**src/rtl/multicycle_ctrl_if.sv**
```systemverilog
// rtl/multicycle_ctrl_if.sv - instruction/data memory handshake bundle
interface multicycle_ctrl_if;
  logic       imem_req;
  logic       imem_ready;
  logic       dmem_req;
  logic       dmem_we;
  logic [1:0] dmem_size;
  logic       dmem_ready;

  modport master (
    output imem_req, dmem_req, dmem_we, dmem_size,
    input  imem_ready, dmem_ready
  );

  modport slave (
    input  imem_req, dmem_req, dmem_we, dmem_size,
    output imem_ready, dmem_ready
  );
endinterface

```
**src/rtl/multicycle_ctrl.sv**
```systemverilog
// rtl/multicycle_ctrl.sv - FETCH/DECODE/EXEC/MEM/WB sequencer for the 32-bit multicycle datapath
module multicycle_ctrl #(
  parameter int COUNT_W     = 16,
  parameter int MEM_TIMEOUT = 15
) (
  input  logic               clk,
  input  logic               rst,
  input  logic               start,
  input  logic [5:0]         opcode,
  input  logic               zero,
  multicycle_ctrl_if.master  mem,
  output logic               ir_we,
  output logic               pc_we,
  output logic [1:0]         pc_sel,
  output logic [2:0]         alu_op,
  output logic               alu_src_imm,
  output logic               reg_dst_rd,
  output logic               reg_we,
  output logic [1:0]         wb_sel,
  output logic               busy,
  output logic               halted,
  output logic               illegal,
  output logic               bus_err,
  output logic [COUNT_W-1:0] instr_count
);

  localparam int WAIT_W = $clog2(MEM_TIMEOUT + 1);
  localparam logic [WAIT_W-1:0] WAIT_LAST = WAIT_W'(MEM_TIMEOUT - 1);

  localparam logic [2:0] ALU_ADD = 3'd0;
  localparam logic [2:0] ALU_SUB = 3'd1;
  localparam logic [2:0] ALU_AND = 3'd2;
  localparam logic [2:0] ALU_OR  = 3'd4;
  localparam logic [2:0] ALU_SLT = 3'd5;

  localparam logic [1:0] PC_SEQ    = 2'd0;
  localparam logic [1:0] PC_BRANCH = 2'd1;
  localparam logic [1:0] PC_JUMP   = 2'd2;

  localparam logic [1:0] WB_ALU = 2'd0;
  localparam logic [1:0] WB_MEM = 2'd1;
  localparam logic [1:0] WB_LUI = 2'd2;

  typedef enum logic [2:0] {
    S_IDLE,
    S_FETCH,
    S_DECODE,
    S_EXEC,
    S_MEM,
    S_WB,
    S_HALT
  } state_t;

  typedef enum logic [3:0] {
    C_RTYPE,
    C_ITYPE,
    C_LOAD,
    C_LUI,
    C_STORE,
    C_BEQ,
    C_BNE,
    C_JUMP,
    C_HALT,
    C_ILLEGAL
  } op_class_t;

  function automatic op_class_t classify(input logic [5:0] op);
    if (op <= 6'd5)       return C_RTYPE;
    else if (op <= 6'd10) return C_ITYPE;
    else if (op <= 6'd13) return C_LOAD;
    else if (op == 6'd14) return C_LUI;
    else if (op <= 6'd17) return C_STORE;
    else if (op == 6'd18) return C_BEQ;
    else if (op == 6'd19) return C_BNE;
    else if (op == 6'd20) return C_JUMP;
    else if (op == 6'd63) return C_HALT;
    else                  return C_ILLEGAL;
  endfunction

  // addi/subi/andi/ori/slti map onto the R-type ALU codes, skipping nor
  function automatic logic [2:0] imm_alu_op(input logic [5:0] op);
    case (op)
      6'd6:    return ALU_ADD;
      6'd7:    return ALU_SUB;
      6'd8:    return ALU_AND;
      6'd9:    return ALU_OR;
      default: return ALU_SLT;
    endcase
  endfunction

  // byte/half/word repeats every three opcodes in both the load and store groups
  function automatic logic [1:0] access_size(input logic [5:0] op);
    case (op)
      6'd11, 6'd15: return 2'd0;
      6'd12, 6'd16: return 2'd1;
      default:      return 2'd2;
    endcase
  endfunction

  state_t            state_q, state_d;
  logic [5:0]        op_q;
  logic [WAIT_W-1:0] wait_cnt;
  op_class_t         cls_q;
  op_class_t         dec_cls;
  logic              wait_last;
  logic              fetch_timeout;
  logic              mem_timeout;

  assign cls_q         = classify(op_q);
  assign dec_cls       = classify(opcode);
  assign wait_last     = (wait_cnt == WAIT_LAST);
  assign fetch_timeout = (state_q == S_FETCH) && !mem.imem_ready && wait_last;
  assign mem_timeout   = (state_q == S_MEM) && !mem.dmem_ready && wait_last;

  always_ff @(posedge clk or posedge rst) begin
    if (rst) begin
      state_q <= S_IDLE;
    end else begin
      state_q <= state_d;
    end
  end

  always_comb begin
    state_d = state_q;
    case (state_q)
      S_IDLE: begin
        if (start) state_d = S_FETCH;
      end
      S_FETCH: begin
        if (mem.imem_ready)  state_d = S_DECODE;
        else if (wait_last) state_d = S_HALT;
      end
      S_DECODE: begin
        if (dec_cls == C_HALT || dec_cls == C_ILLEGAL) state_d = S_HALT;
        else                                           state_d = S_EXEC;
      end
      S_EXEC: begin
        case (cls_q)
          C_LOAD, C_STORE:      state_d = S_MEM;
          C_BEQ, C_BNE, C_JUMP: state_d = S_FETCH;
          default:              state_d = S_WB;
        endcase
      end
      S_MEM: begin
        if (mem.dmem_ready)  state_d = (cls_q == C_STORE) ? S_FETCH : S_WB;
        else if (wait_last) state_d = S_HALT;
      end
      S_WB:    state_d = S_FETCH;
      S_HALT:  state_d = S_HALT;
      default: state_d = S_IDLE;
    endcase
  end

  always_comb begin
    mem.imem_req  = 1'b0;
    mem.dmem_req  = 1'b0;
    mem.dmem_we   = 1'b0;
    mem.dmem_size = 2'd0;
    ir_we         = 1'b0;
    pc_we         = 1'b0;
    pc_sel        = PC_SEQ;
    alu_op        = ALU_ADD;
    alu_src_imm   = 1'b0;
    reg_dst_rd    = 1'b0;
    reg_we        = 1'b0;
    wb_sel        = WB_ALU;
    busy          = (state_q != S_IDLE) && (state_q != S_HALT);
    halted        = (state_q == S_HALT);
    case (state_q)
      S_FETCH: begin
        mem.imem_req = 1'b1;
        ir_we        = mem.imem_ready;
      end
      S_EXEC: begin
        case (cls_q)
          C_RTYPE: begin
            alu_op     = op_q[2:0];
            reg_dst_rd = 1'b1;
          end
          C_ITYPE: begin
            alu_op      = imm_alu_op(op_q);
            alu_src_imm = 1'b1;
          end
          C_LOAD, C_STORE: begin
            alu_op      = ALU_ADD;
            alu_src_imm = 1'b1;
          end
          C_BEQ: begin
            alu_op = ALU_SUB;
            pc_we  = 1'b1;
            pc_sel = zero ? PC_BRANCH : PC_SEQ;
          end
          C_BNE: begin
            alu_op = ALU_SUB;
            pc_we  = 1'b1;
            pc_sel = zero ? PC_SEQ : PC_BRANCH;
          end
          C_JUMP: begin
            pc_we  = 1'b1;
            pc_sel = PC_JUMP;
          end
          default: ;
        endcase
      end
      S_MEM: begin
        mem.dmem_req  = 1'b1;
        mem.dmem_size = access_size(op_q);
        mem.dmem_we   = (cls_q == C_STORE);
        // a store retires straight out of MEM; loads still need WB
        pc_we         = mem.dmem_ready && (cls_q == C_STORE);
      end
      S_WB: begin
        reg_we     = 1'b1;
        pc_we      = 1'b1;
        reg_dst_rd = (cls_q == C_RTYPE);
        if (cls_q == C_LOAD)     wb_sel = WB_MEM;
        else if (cls_q == C_LUI) wb_sel = WB_LUI;
      end
      default: ;
    endcase
  end

  always_ff @(posedge clk or posedge rst) begin
    if (rst) begin
      op_q <= 6'd0;
    end else if (state_q == S_DECODE) begin
      op_q <= opcode;
    end
  end

  // counts consecutive not-ready cycles of the current FETCH or MEM visit
  always_ff @(posedge clk or posedge rst) begin
    if (rst) begin
      wait_cnt <= '0;
    end else if (state_d != state_q) begin
      wait_cnt <= '0;
    end else if ((state_q == S_FETCH && !mem.imem_ready) ||
                 (state_q == S_MEM && !mem.dmem_ready)) begin
      wait_cnt <= wait_cnt + WAIT_W'(1);
    end
  end

  always_ff @(posedge clk or posedge rst) begin
    if (rst) begin
      illegal <= 1'b0;
      bus_err <= 1'b0;
    end else begin
      if (state_q == S_DECODE && dec_cls == C_ILLEGAL) illegal <= 1'b1;
      if (fetch_timeout || mem_timeout)                bus_err <= 1'b1;
    end
  end

  always_ff @(posedge clk or posedge rst) begin
    if (rst) begin
      instr_count <= '0;
    end else if (pc_we || (state_q == S_DECODE && dec_cls == C_HALT)) begin
      instr_count <= instr_count + COUNT_W'(1);
    end
  end

endmodule
```
**src/flat_wrapper.sv**
```systemverilog
// flat-port wrapper written by rule: the top's interface ports become plain ports
module multicycle_ctrl_flat 
#(
  parameter int COUNT_W     = 16,
  parameter int MEM_TIMEOUT = 15
)
  (clk, rst, start, opcode, zero, ir_we, pc_we, pc_sel, alu_op, alu_src_imm, reg_dst_rd, reg_we, wb_sel, busy, halted, illegal, bus_err, instr_count, mem_imem_req, mem_dmem_req, mem_dmem_we, mem_dmem_size, mem_imem_ready, mem_dmem_ready);
  multicycle_ctrl_if mem_i ();
  input  logic clk;
  input  logic rst;
  input  logic start;
  input  logic [5:0] opcode;
  input  logic zero;
  output logic ir_we;
  output logic pc_we;
  output logic [1:0] pc_sel;
  output logic [2:0] alu_op;
  output logic alu_src_imm;
  output logic reg_dst_rd;
  output logic reg_we;
  output logic [1:0] wb_sel;
  output logic busy;
  output logic halted;
  output logic illegal;
  output logic bus_err;
  output logic [COUNT_W-1:0] instr_count;
  output wire logic [$bits(mem_i.imem_req)-1:0] mem_imem_req;
  output wire logic [$bits(mem_i.dmem_req)-1:0] mem_dmem_req;
  output wire logic [$bits(mem_i.dmem_we)-1:0] mem_dmem_we;
  output wire logic [$bits(mem_i.dmem_size)-1:0] mem_dmem_size;
  input wire logic [$bits(mem_i.imem_ready)-1:0] mem_imem_ready;
  input wire logic [$bits(mem_i.dmem_ready)-1:0] mem_dmem_ready;
  assign mem_imem_req = mem_i.imem_req;
  assign mem_dmem_req = mem_i.dmem_req;
  assign mem_dmem_we = mem_i.dmem_we;
  assign mem_dmem_size = mem_i.dmem_size;
  assign mem_i.imem_ready = mem_imem_ready;
  assign mem_i.dmem_ready = mem_dmem_ready;
  multicycle_ctrl #(.COUNT_W(COUNT_W), .MEM_TIMEOUT(MEM_TIMEOUT)) u_core (.clk(clk), .rst(rst), .start(start), .opcode(opcode), .zero(zero), .mem(mem_i), .ir_we(ir_we), .pc_we(pc_we), .pc_sel(pc_sel), .alu_op(alu_op), .alu_src_imm(alu_src_imm), .reg_dst_rd(reg_dst_rd), .reg_we(reg_we), .wb_sel(wb_sel), .busy(busy), .halted(halted), .illegal(illegal), .bus_err(bus_err), .instr_count(instr_count));
endmodule
```
**config.mk**
```make
export PLATFORM = sky130hd
export DESIGN_NAME = multicycle_ctrl_flat
export DESIGN_NICKNAME = d
export VERILOG_FILES = /design/src/rtl/multicycle_ctrl_if.sv /design/src/rtl/multicycle_ctrl.sv /design/src/flat_wrapper.sv
export SDC_FILE = /design/constraint.sdc
export NUM_CORES = 1
export LEC_CHECK = 0
export ABC_AREA = 1
export CAP_MARGIN = 5
export CORE_ASPECT_RATIO = 1.75
export CORE_MARGIN = 1.5
export CORE_UTILIZATION = 45
export CTS_BUF_LIST = sky130_fd_sc_hd__clkbuf_8 sky130_fd_sc_hd__clkbuf_16
export DETAILED_ROUTE_END_ITERATION = 6
export PLACE_DENSITY = 0.79
export SKIP_LAST_GASP = 1
export SYNTH_ARGS = -nofsm -noshare
export SYNTH_HDL_FRONTEND = slang
export SYNTH_SLANG_ARGS = --single-unit
```
**constraint.sdc**
```tcl
create_clock -name clk -period 4 [get_ports clk]
set_input_delay 0.8 -clock clk [delete_from_list [all_inputs] [get_ports clk]]
set_output_delay 0.8 -clock clk [all_outputs]
set_load 0.02 [all_outputs]
```
==> out/qor.csv, run 1 <==
stage;metric;value;unit
placed_design;dpl ws;0.927;ns
sta;Clock Skew;0.00783;ns
synthesis;largest cells by area after synthesis;sky130_fd_sc_hd__dfrtp_1 (34%), sky130_fd_sc_hd__nand2_1 (12%), sky130_fd_sc_hd__inv_1 (8.4%);
power_and_ir_drop;static power due to leakage;1.32;nW
detailed_routing;WL/cell;12.9;um
global_route;layer with the highest usage after global routing;met2;
critical_path;Worst R2R End;u_core.instr_count[9];
finish;relative area change from synthesis to final layout;26.9;%
power_and_ir_drop;total power density per cell area;638;nW/um^2
clocking;Worst-path clk slew;0.07;ns
sta;final critical-path required period;3.38;ns
sta;max-slew violation count;0;
clocking;cell at the root of the clock tree;sky130_fd_sc_hd__clkbuf_8;
placed_design;Post-DP HPWL;4370;um
sta;Relative slew margins;54.8;%
detailed_routing;drt first-iter violations;88;
finish;count of nets after finishing;397;
min_path;start point of the worst min-delay path;u_core.bus_err;
critical_path;R2R Setup Slk;1.57;ns
clocking;count of cells resized by post-cts repair;0;
min_path;worst hold path depth;1;
clocking;Skew-Pair Late Insertion Delay;0.28;ns
outcome;outcome;complete, no violations;
sta;actual slew at the worst max-slew pin;0.675;ns
global_route;M2 GR Usage;41.0;%
synthesis;fraction of synthesized cell area taken by the top area cell type;33.9;%
global_route;M1 GR Usage;22.6;%
floorplan;placeable core region;4930;um^2
synthesis;instance count of the mapped netlist;333;
sta;Total Neg Setup Slack;0;ns
global_route;via count of the first global-routing pass;2249;
clocking;Clock Path Buffers;2;
detailed_routing;post-detailed-routing wire length;5640;um
detailed_routing;number of vias in the routed layout;2337;
critical_path;Worst Reg-to-Reg Cells;12;
finish;fraction of layout instances using a drive strength above 1;8.09;%
sta;highest attainable clock frequency;0.296;GHz
detailed_routing;drt pass-1 iters;4;
critical_path;launching element type of the critical path;flip-flop;
detailed_routing;number of routed nets with antenna violations;0;
global_route;combined global-route utilization of all metal layers;21.5;%
sta;period utilisation layout;84.6;%
job;number of maximum-capacitance violations;0;
finish;ant diodes;0;
finish;commonest non-fill, non-tap cell in the layout;sky130_fd_sc_hd__nand2_1;
global_route;GR met3 Demand/Resource;3.20;%
synthesis;count of state elements after synthesis;31;
global_route;maximum number of pins on one net before global-route repair;32;
floorplan;Top-Level Pins;49;
global_route;antenna violations before repair;0;
clocking;clock tree from TritonCTS;yes;
synthesis;Syn Area/Cell;6.88;um^2
floorplan;die footprint;5540;um^2
floorplan;Die X;56.9;um
sta;setup repair after global routing missed its margin;false;
placed_design;number of port buffers;48;
sta;final hold violations;0;
min_path;type of the worst min-delay path;flip-flop to flip-flop;
critical_path;critical path data required time;3.20;ns
synthesis;proportion of register bits with asynchronous set or reset after synthesis;100;%
sta;setup violators final;0;
synthesis;number of enable flip-flop cells after synthesis;0;
synthesis;Yosys Warn Count;0;
critical_path;startpoint-to-endpoint class of the critical path;flip-flop to primary output;
synthesis;primary flip-flop cell chosen by synthesis mapping;sky130_fd_sc_hd__dfrtp_1;
synthesis;Synth Net Count;348;
critical_path;sort of element at the end of the critical path;primary output;
finish;top library cells by usage in the layout, fill and taps aside;sky130_fd_sc_hd__nand2_1 (74), sky130_fd_sc_hd__inv_1 (51), sky130_fd_sc_hd__clkdlybuf4s50_1 (48), sky130_fd_sc_hd__nor2_1 (32), sky130_fd_sc_hd__dfrtp_1 (31);
clocking;CTS Hold Bufs;0;
global_route;total grt overflow;0;
clocking;clock net sink count;31;
placed_design;Routability Congestion;0.890;
synthesis;Netlist cell types;37;
clocking;post-CTS setup repair buffer count;0;
sta;PnR worst setup slack;0.616;ns
critical_path;startpoint of the most critical register-to-register path;u_core.op_q[1];
min_path;endpoint of the worst hold path;u_core.bus_err;
floorplan;Initial Utilization;46.4;%
critical_path;worst-path maximum fanout;9;
global_route;wire length of the first global-routing pass;9670;um
floorplan;die height;97.4;um
power_and_ir_drop;Worst IR Drop VDD;0.413;mV
critical_path;signal arrival time at the worst endpoint;2.58;ns
detailed_routing;routed vias/inst;5.35;
clocking;number of buffers inserted during clock tree synthesis;5;
floorplan;floorplan row count;34;
clocking;H-tree depth reported by CTS;2;
synthesis;share of synthesized area occupied by flip-flops and latches;33.9;%
synthesis;cell type contributing the most total cell area after synthesis;sky130_fd_sc_hd__dfrtp_1;
detailed_routing;Post-route DRC;0;
synthesis;Cell Area, Synth;2290;um^2
==> logic make-up after synthesis <==
group / share of synthesized area [%]
buffers and inverters: 12.0
AND/OR/NAND/NOR: 35.7
AO/OA/AOI/OAI: 11.9
XOR/XNOR: 4.97
adder cells (fa/ha/maj): 1.64
flip-flops: 33.9
==> where the power goes <==
part | leakage (nW) | internal (W) | switching (W)
clock network | 0.0612 | 0.000202 | 0.000122
registers | 0.407 | 0.000397 | 0.000118
logic | 0.851 | 0.000368 | 0.000648
==> synthesized netlist by cell type, drive strengths merged (2+ instances only) <==
| master | count |
|---|---|
| a21oi | 10 |
| a22oi | 3 |
| buf | 5 |
| clkbuf | 2 |
| dfrtp | 31 |
| ha | 3 |
| inv | 58 |
| nand2 | 78 |
| nand3 | 26 |
| nand3b | 2 |
| nand4 | 9 |
| nor2 | 35 |
| nor3 | 17 |
| nor4 | 4 |
| o211ai | 3 |
| o21ai | 25 |
| xor2 | 13 |
==> layer usage <==
metal	vias up	part of all wire, %
met5	-	0
met4	0	3.0
met3	19	4.2
met2	84	54
met1	1060	39
li1	1174	-
==> layout make-up <==
class	instances	area, um^2
fill	473	2030
multi-input combinational	237	1240
sequential	31	776
timing repair buffer	49	488
inverter	58	218
clock buffer	6	82.6
tap	54	67.6
clock inverter	2	35.0
==> stage by stage <==
| step | power [W] | instance area [um^2] | hold WS (ns) | util [%] | std cells |
|---|---|---|---|---|---|
| after global placement | 0.00151 | 2790 | 0.447 | 56.5 | 429 |
| final | 0.00185 | 2910 | 0.466 | 58.9 | 437 |
| after CTS | 0.00186 | 2910 | 0.471 | 58.9 | 437 |
| after floorplan | 0.00125 | 2290 | 0.564 | - | 333 |
| after global routing | 0.00201 | 2910 | 0.520 | 58.9 | 437 |
| after detailed placement | 0.00153 | 2790 | 0.455 | 56.5 | 429 |
==> flip-flops by register name (all words and copies together) (netlist names) <==
| name | count |
|---|---|
| u_core.illegal | 1 |
| u_core.instr_count | 16 |
| u_core.state_q | 3 |
| u_core.op_q | 6 |
| u_core.wait_cnt | 4 |
| u_core.bus_err | 1 |
==> critical path: stages (launching register included) <==
cell	delay [ns]
sky130_fd_sc_hd__dfrtp_1	0.48
sky130_fd_sc_hd__nand2_1	0.15
sky130_fd_sc_hd__inv_2	0.05
sky130_fd_sc_hd__nand3_1	0.14
sky130_fd_sc_hd__nand2_1	0.07
sky130_fd_sc_hd__inv_1	0.05
sky130_fd_sc_hd__nand3_1	0.07
sky130_fd_sc_hd__nand3_1	0.09
sky130_fd_sc_hd__nand2_2	0.10
sky130_fd_sc_hd__inv_1	0.06
sky130_fd_sc_hd__nand3_1	0.11
sky130_fd_sc_hd__inv_1	0.10
sky130_fd_sc_hd__a22oi_1	0.07
sky130_fd_sc_hd__a21oi_1	0.15
sky130_fd_sc_hd__clkdlybuf4s50_1	0.62
==> worst max path at each step <==
stage	start	endpoint	slack, ns	cells past startpoint
after floorplan	u_core.op_q[5]	alu_op[0]	1.52	11
after global placement	mem_dmem_ready	pc_we	0.95	6
after detailed placement	zero	pc_sel[0]	0.93	4
after CTS	u_core.op_q[1]	alu_op[0]	0.64	14
after global routing	u_core.op_q[1]	alu_op[0]	0.31	13
final	u_core.op_q[1]	alu_op[0]	0.62	14
Power figures use the tool's default switching activity.
==> inputs of run 2 (changes only) <==
--- a/config.mk
+++ b/config.mk
@@ -12,7 +12,7 @@
 export CORE_UTILIZATION = 45
 export CTS_BUF_LIST = sky130_fd_sc_hd__clkbuf_8 sky130_fd_sc_hd__clkbuf_16
 export DETAILED_ROUTE_END_ITERATION = 6
-export PLACE_DENSITY = 0.79
+export PLACE_DENSITY = 0.82
 export SKIP_LAST_GASP = 1
 export SYNTH_ARGS = -nofsm -noshare
 export SYNTH_HDL_FRONTEND = slang
==> constraint.sdc (replaced) <==
create_clock -name clk -period 2.78 [get_ports clk]
set_input_delay 0.556 -clock clk [delete_from_list [all_inputs] [get_ports clk]]
set_output_delay 0.556 -clock clk [all_outputs]
set_load 0.02 [all_outputs]
==> run 2 against run 1 <==
Flip-flop and latch count unchanged; total power grew 51%; register-to-register slack got worse by 1.1 ns; final area increased by 2.7%; sequential share of layout area decreased by 0.45 points; first-iteration DRC count increased by 50%; clock power grew 44%; highest routed layer unchanged; critical path depth decreased by 5; cell count increased by 2.1%; routed wire length rose by 3.8%; largest cell class unchanged; sequential power grew 48%.
==> out/qor.csv, run 2 (same netlist as run 1, synthesis figures left out) <==
stage;metric;value;unit
placed_design;Post-DP HPWL;4530;um
finish;relative area change from synthesis to final layout;30.4;%
critical_path;startpoint of the most critical register-to-register path;u_core.op_q[0];
global_route;maximum number of pins on one net before global-route repair;32;
finish;count of filler cells inserted in the layout;482;
clocking;clock tree from TritonCTS;yes;
finish;ant diodes;0;
sta;Relative slew margins;62.3;%
floorplan;floorplan row count;34;
critical_path;sort of element at the end of the critical path;primary output;
critical_path;critical path data required time;2.22;ns
critical_path;Critical path origin;u_core.op_q[5];
critical_path;crit path cell chain;nor2_4 > and2_2 > nand2_2 > nand2_2 > inv_2 > a21oi_4 > nand2_1 > nor3_1 > clkdlybuf4s15_1;
finish;top library cells by usage in the layout, fill and taps aside;sky130_fd_sc_hd__nand2_1 (73), sky130_fd_sc_hd__inv_1 (50), sky130_fd_sc_hd__clkdlybuf4s50_1 (39), sky130_fd_sc_hd__nor2_1 (29), sky130_fd_sc_hd__dfrtp_1 (25);
outcome;outcome;complete, no violations;
placed_design;Routability Congestion;0.927;
power_and_ir_drop;static power due to leakage;1.41;nW
clocking;CTS Hold Bufs;0;
sta;period utilisation layout;96.0;%
floorplan;die height;97.4;um
detailed_routing;number of vias in the routed layout;2410;
finish;area used by multi-input combinational logic;1260;um^2
finish;area taken by flip-flops and latches;783;um^2
detailed_routing;drt pass-1 iters;4;
finish;fraction of layout instances using a drive strength above 1;14.5;%
min_path;start point of the worst min-delay path;u_core.bus_err;
clocking;H-tree depth reported by CTS;2;
clocking;Skew-Pair Late Insertion Delay;0.28;ns
power_and_ir_drop;total power density per cell area;939;nW/um^2
sta;highest attainable clock frequency;0.375;GHz
global_route;antenna violations before repair;0;
sta;Clock Skew;0.00587;ns
floorplan;Die X;56.9;um
clocking;number of buffers inserted during clock tree synthesis;5;
critical_path;crit-path max cell delay;0.45;ns
critical_path;signal arrival time at the worst endpoint;2.11;ns
finish;count of placed standard cells in the final layout, fillers left out;446;
detailed_routing;Post-route DRC;0;
finish;commonest non-fill, non-tap cell in the layout;sky130_fd_sc_hd__nand2_1;
finish;register with the highest flop count;u_core.instr_count;
sta;final hold violations;0;
floorplan;placeable core region;4930;um^2
power_and_ir_drop;Worst IR Drop VDD;0.730;mV
floorplan;Top-Level Pins;49;
clocking;Clock Path Buffers;2;
placed_design;# placed instances;436;
sta;actual slew at the worst max-slew pin;0.561;ns
sta;setup repair after global routing missed its margin;true;
critical_path;launching element type of the critical path;flip-flop;
detailed_routing;routed vias/inst;5.40;
placed_design;dpl ws;0.0215;ns
placed_design;number of port buffers;48;
detailed_routing;WL/cell;13.1;um
floorplan;die footprint;5540;um^2
critical_path;worst-path maximum fanout;4;
finish;largest registers;u_core.instr_count (16), u_core.op_q (6), u_core.wait_cnt (4);
detailed_routing;number of routed nets with antenna violations;0;
sta;Total Neg Setup Slack;0;ns
job;number of maximum-capacitance violations;0;
detailed_routing;post-detailed-routing wire length;5860;um
floorplan;Initial Utilization;46.4;%
detailed_routing;drt first-iter violations;132;
clocking;cell at the root of the clock tree;sky130_fd_sc_hd__clkbuf_8;
global_route;via count of the first global-routing pass;2420;
clocking;clock net sink count;31;
sta;PnR worst setup slack;0.112;ns
global_route;combined global-route utilization of all metal layers;22.2;%
critical_path;cell repeated most along the worst path;sky130_fd_sc_hd__nand2_2;
critical_path;startpoint-to-endpoint class of the critical path;flip-flop to primary output;
clocking;Worst-path clk slew;0.07;ns
sta;setup violators final;0;
sta;max-slew violation count;0;
critical_path;cell at the slowest stage of the critical path;sky130_fd_sc_hd__dfrtp_2;
global_route;total grt overflow;0;
finish;count of nets after finishing;406;
finish;number of flip-flops in the largest register;16;
min_path;type of the worst min-delay path;flip-flop to flip-flop;
sta;final critical-path required period;2.67;ns
global_route;wire length of the first global-routing pass;9980;um
## run 2: cell types whose count changed in the layout (fill, tap and decap cells not counted), moves of 2 or more
cell / change
sky130_fd_sc_hd__dlymetal6s2s_1: +2
sky130_fd_sc_hd__dfrtp_1: -6
sky130_fd_sc_hd__buf_4: +9
sky130_fd_sc_hd__clkdlybuf4s50_1: -9
sky130_fd_sc_hd__dfrtp_2: +6
sky130_fd_sc_hd__nor2_1: -3
sky130_fd_sc_hd__clkbuf_2: +5
sky130_fd_sc_hd__nor2_4: +2
## run 2: worst max-delay path, delay by kind of cell (launching register included)
kind	cells	cell delay, ns
buffers and inverters	2	0.40
DFF	1	0.45
AOI/OAI and AO/OA	1	0.18
and+or+nand+nor	6	0.78
## run 2: power breakdown
part	switching (W)	internal, W
clock	0.000176	0.000290
sequential	0.000181	0.000580
combinational	0.000978	0.000600
## run 2: worst paths after layout
path | to | slack (ns) | cells past startpoint
max reg2reg | u_core.instr_count[14] | 0.47 | 13
max | pc_sel[1] | 0.11 | 9
max in group asynchronous | u_core.op_q[0] | 1.79 | 3
min in group asynchronous | u_core.instr_count[12] | 0.66 | 3
min | u_core.bus_err | 0.47 | 1
min reg2reg | u_core.bus_err | 0.47 | 1
## run 2: cell type report
| cell class | instances | share of cell area [%] |
|---|---|---|
| clock inverter | 2 | 1.17 |
| sequential | 31 | 26.2 |
| inverter | 58 | 7.29 |
| tap | 54 | 2.26 |
| timing repair buffer | 58 | 17.9 |
| multi-input combinational | 237 | 42.4 |
| clock buffer | 6 | 2.77 |
## run 2: per-stage QoR
| step | hold slack (ns) | instance area, um^2 | total power [W] | util (%) |
|---|---|---|---|---|
| 2_1_floorplan | 0.564 | 2290 | 0.00180 | - |
| 3_3_place_gp | 0.449 | 2840 | 0.00223 | 57.6 |
| 3_5_place_dp | 0.454 | 2840 | 0.00227 | 57.6 |
| 4_1_cts | 0.470 | 2950 | 0.00274 | 59.9 |
| 5_1_grt | 0.484 | 2990 | 0.00304 | 60.5 |
| 6_report | 0.466 | 2990 | 0.00280 | 60.5 |
## run 2: layer usage
metal | global-route usage [%] | vias up | part of all wire (%) | wire length [um]
li1 | - | 1190 | - | -
met1 | 23.4 | 1110 | 39 | 2260
met2 | 40.6 | 87 | 53 | 3100
met3 | 3.06 | 23 | 4.2 | 246
met4 | 12.2 | 0 | 4.2 | 246
met5 | 0 | - | 0 | 0
## run 2: timing repair
action	CTS	global route
cloned	0	0
setup buffers	0	2
gates resized for setup	9	25
pin swaps	0	3
setup endpoints to repair	8	11
==> RTL edit 1 (settings of run 2) <==
Register the output `instr_count` once more, cleared by the reset; this adds one clock of latency there. The other outputs are not delayed to match.
--- a/src/rtl/multicycle_ctrl.sv
+++ b/src/rtl/multicycle_ctrl.sv
@@ -65,4 +65,6 @@
   } op_class_t;
 
+  logic [COUNT_W-1:0] instr_count_s0;
+
   function automatic op_class_t classify(input logic [5:0] op);
     if (op <= 6'd5)       return C_RTYPE;
@@ -253,7 +255,15 @@
   always_ff @(posedge clk or posedge rst) begin
     if (rst) begin
+      instr_count_s0 <= '0;
+    end else if (pc_we || (state_q == S_DECODE && dec_cls == C_HALT)) begin
+      instr_count_s0 <= instr_count_s0 + COUNT_W'(1);
+    end
+  end
+
+  always_ff @(posedge clk or posedge rst) begin
+    if (rst) begin
       instr_count <= '0;
-    end else if (pc_we || (state_q == S_DECODE && dec_cls == C_HALT)) begin
-      instr_count <= instr_count + COUNT_W'(1);
+    end else begin
+      instr_count <= instr_count_s0;
     end
   end
Formal check against the unedited RTL: not equivalent (Yosys sat finds a counterexample within 4 cycles, from zero or initial values and one cycle with rst high).
==> RTL edit 1 against run 2 <==
- sequential cell count increased by 16
- cell area rose by 16%
- worst setup slack worse by 0.042 ns
- synthesized cell count grew 1.8%
- fmax down 1.6%
- register-to-register slack better by 0.21 ns
- power rose by 25%
- routed wire length grew 16%
- via count is 4.7% higher
- synthesized area up 16%
- die area up 15%
- clock power is 14% lower
- largest power group unchanged
==> RTL edit 1: results <==
group,metric,value,unit
clocking,cts.reportedPaths.clkPinSlew,0.09,ns
setup_path,arrival,2.15,ns
cells_and_area,n_all_inverters,56,
power,p_int,1.83,mW
setup_path,rrSetupSlack,0.68,ns
place,place_area,3280,µm²
setup_path,reg2reg_depth,12,
detailed_routing,vias,2523,
status,status,"complete, no violations",
cells_and_area,seq_cells,47,
hold_path,whs_path_depth,0,
place,hpwlAfterDp,5180,µm
synth,synth.top_cells.by_count,"nand2_1, dfrtp_1, inv_1",
synth,ys_seq_area_frac,0.444,
sta,skew,0.00810,ns
hold_path,hold_start,"u_core.instr_count_s0[15]",
synth,syn-instance-count,339,
cells_and_area,drive_gt1_frac,0.187,
cells_and_area,clock_tree_area_fraction,0.0246,
hold_path,hold_path_end,"u_core.instr_count[15]",
floorplan,die_w,61.0,µm
detailed_routing,routed_wl,6820,µm
setup_path,cp-startpoint,"u_core.op_q[4]",
cells_and_area,fill_cells,494,
setup_path,cp_max_fo,5,
setup_path,cp-endpoint,"alu_op[0]",
global_route,grt_pass1_wl,11400,µm
detailed_routing,wl_per_cell,14.1,µm
cells_and_area,n_all_buffers,63,
clocking,clock_latency,0.30,ns
synth,yosys.area_share.xor_xnor,0.0462,
cells_and_area,fin_nets,421,
cells_and_area,nonClkBufAreaFrac,0.167,
cells_and_area,multi_input_area,1300,µm²
setup_path,r2r_end,"u_core.instr_count_s0[14]",
power,pg_clk,0.399,mW
power,irDropWorstVdd,0.397,mV
synth,synthTopCellsByArea,"dfrtp_1, nand2_1, inv_1",
setup_path,cpPeakStageDelay,0.42,ns
cells_and_area,fin_util,0.614,
cells_and_area,nClkBuffers,5,
global_route,grt_pass1_vias,2493,
global_route,track_usage,0.233,
RTL edit 1: metrics by stage:
step	hold WS [ns]	TNS (ns)	setup WS, ns
after floorplan	0.371	0	0.393
after global placement	0.394	0	0.0345
after detailed placement	0.389	0	0.0221
after CTS	0.416	-0.161	-0.0902
after global routing	0.433	-0.220	-0.139
final	0.412	0	0.0701
RTL edit 1: logic make-up after synthesis:
group | Yosys count
xor gates and xnor gates | 14
buffers and inverters | 59
adders and majority gates | 3
DFF | 47
and+or+nand+nor | 178
AOI/OAI and AO/OA | 38
RTL edit 1: routing by layer:
metal,vias up,GRT usage,wire length (µm)
met2,99,0.404,3770
met4,0,0.118,233
met1,1181,0.260,2480
li1,1219,-,-
met3,24,0.0371,339
met5,-,0,0
RTL edit 1: what timing repair did:
item / in CTS / in global routing
setup buffers: 2 / 3
pin swaps: 0 / 3
resized for setup: 12 / 27
endpoints found under the hold margin: 0 / 0
setup endpoints to repair: 9 / 9
==> RTL edit 2 (settings of run 2) <==
Without the edit above. `MEM_TIMEOUT` is set to 15 in 2 places; all go to 14.
--- a/src/rtl/multicycle_ctrl.sv
+++ b/src/rtl/multicycle_ctrl.sv
@@ -2,5 +2,5 @@
 module multicycle_ctrl #(
   parameter int COUNT_W     = 16,
-  parameter int MEM_TIMEOUT = 15
+  parameter int MEM_TIMEOUT = 14
 ) (
   input  logic               clk,
--- a/src/flat_wrapper.sv
+++ b/src/flat_wrapper.sv
@@ -3,5 +3,5 @@
 #(
   parameter int COUNT_W     = 16,
-  parameter int MEM_TIMEOUT = 15
+  parameter int MEM_TIMEOUT = 14
 )
   (clk, rst, start, opcode, zero, ir_we, pc_we, pc_sel, alu_op, alu_src_imm, reg_dst_rd, reg_we, wb_sel, busy, halted, illegal, bus_err, instr_count, mem_imem_req, mem_dmem_req, mem_dmem_we, mem_dmem_size, mem_imem_ready, mem_dmem_ready);
Check against the original RTL: no difference found for any inputs over 10 cycles, from zero or initial values and one cycle with rst high; that may be too few to reach the edited logic, so the function may still have changed.
==> RTL edit 2 against run 2 <==
- largest cell class unchanged
- the flow now finishes with violations (negative setup slack)
- synthesized area rose by 1.7%
- power rose by 12%
- routed wire length rose by 8.7%
- cell count rose by 8.3%
- sequential cell count did not move
- worst setup slack got worse by 0.11 ns
- count of clock-buffer cells in the layout did not move
- register-to-register slack improved by 0.02 ns
- cell area rose by 6.9%
- die area rose by 1.6%
==> RTL edit 2: results <==
group,metric,value,unit
status,status,"complete, but fails checks",
status,violations,"negative setup slack",
sta,worst_pin_slew,0.521,ns
global_route,use_met3,0.0318,
place,dpl_worst_slack,-0.103,ns
global_route,met2_usage,0.433,
detailed_routing,first_iter_violations,102,
cells_and_area,n_all_inverters,59,
synth,synth_fa_ha_area_frac,0.0161,
sta,skew,0.00430,ns
setup_path,r2r_end,"u_core.instr_count[4]",
detailed_routing,vias,2573,
detailed_routing,dr_wl_met3,282,µm
synth,synth.top_cells.by_count,"nand2_1, inv_1, nor2_1",
detailed_routing,dr.pass1.iters,6,
cells_and_area,fill_cells,443,
cells_and_area,clock_tree_area_fraction,0.0368,
cells_and_area,seq_cells,31,
setup_path,cpPeakStageDelay,0.47,ns
power,power_leakage,1.50,nW
cells_and_area,area.growth.synth_to_final,37.1,%
cells_and_area,n_all_buffers,76,
detailed_routing,met1_length,2310,µm
cells_and_area,multi_input_area_share,0.422,
cells_and_area,regArea,782,µm²
power,irDropWorstVdd,0.668,mV
sta,layout_setup_ws,-0.000922,ns
setup_path,cp_max_fo,5,
sta,setup_viol,1,
synth,syn_nets,365,
synth,synth_cell_types,35,
synth,synthTopCellsByArea,"dfrtp_1, nand2_1, inv_1",
place,place_congestion,0.899,
power,power.density,981,nW/µm²
detailed_routing,dr_wl_met2,3510,µm
setup_path,worstReg2RegStart,"u_core.op_q[3]",
cells_and_area,diodes,0,
cells_and_area,nonClkBufAreaFrac,0.205,
synth,synth-compound-area-share,0.119,
setup_path,rrSetupSlack,0.49,ns
cells_and_area,fin_nets,443,
global_route,track_usage,0.244,
global_route,grt_pass1_vias,2522,
global_route,grt_pass1_wl,10900,µm
detailed_routing,wl_per_cell,13.2,µm
power,swShare,0.471,
global_route,grt_use_met1,0.267,
synth,ys_seq_area_frac,0.333,
RTL edit 2: changes by cell type after synthesis, sizes merged, moves of 3 or more:
cell,run 2,this run
nor2,35,57
a21oi,10,14
nor3,17,9
o211ai,3,0
nand4,9,6
nor4,4,1
nand2,78,84
RTL edit 2: logic make-up after synthesis:
logic type	after synthesis
DFF	31
buffers and inverters	64
AOI/OAI and AO/OA	48
and+or+nand+nor	190
adders and majority gates	3
xor gates and xnor gates	14
RTL edit 2: worst max path at each step:
stage,slack (ns),end,cells after the start,from
after detailed placement,-0.10,pc_sel[0],11,u_core.op_q[1]
final,-0.0009,pc_sel[0],11,u_core.op_q[3]
after global routing,-0.11,pc_sel[0],11,u_core.op_q[3]
after global placement,-0.07,pc_sel[0],11,u_core.op_q[1]
after CTS,-0.12,pc_sel[0],12,u_core.op_q[3]
after floorplan,0.43,alu_op[2],9,u_core.op_q[5]
RTL edit 2: power by group through the flow:
stage | sequential [mW] | clock, mW | combinational [mW]
floorplan | 0.728 | 0 | 1.10
global placement | 0.707 | 0 | 1.77
detailed placement | 0.718 | 0 | 1.79
CTS | 0.713 | 0.477 | 1.83
global route | 0.761 | 0.498 | 2.12
finish | 0.741 | 0.469 | 1.92
RTL edit 2: metrics by stage:
stage / power (mW) / hold WS (ns) / util / instances
2_1_floorplan: 1.83 / 0.519 / - / 350
3_3_place_gp: 2.48 / 0.452 / 0.610 / 474
3_5_place_dp: 2.51 / 0.457 / 0.610 / 474
4_1_cts: 3.02 / 0.472 / 0.635 / 482
5_1_grt: 3.37 / 0.497 / 0.641 / 483
6_report: 3.13 / 0.465 / 0.641 / 483
RTL edit 2: repair_timing:
item	CTS	global route
endpoints found under the setup margin	10	11
buffers inserted	0	1
gates cloned	0	0
gates resized for setup	20	35
pin swaps	1	4
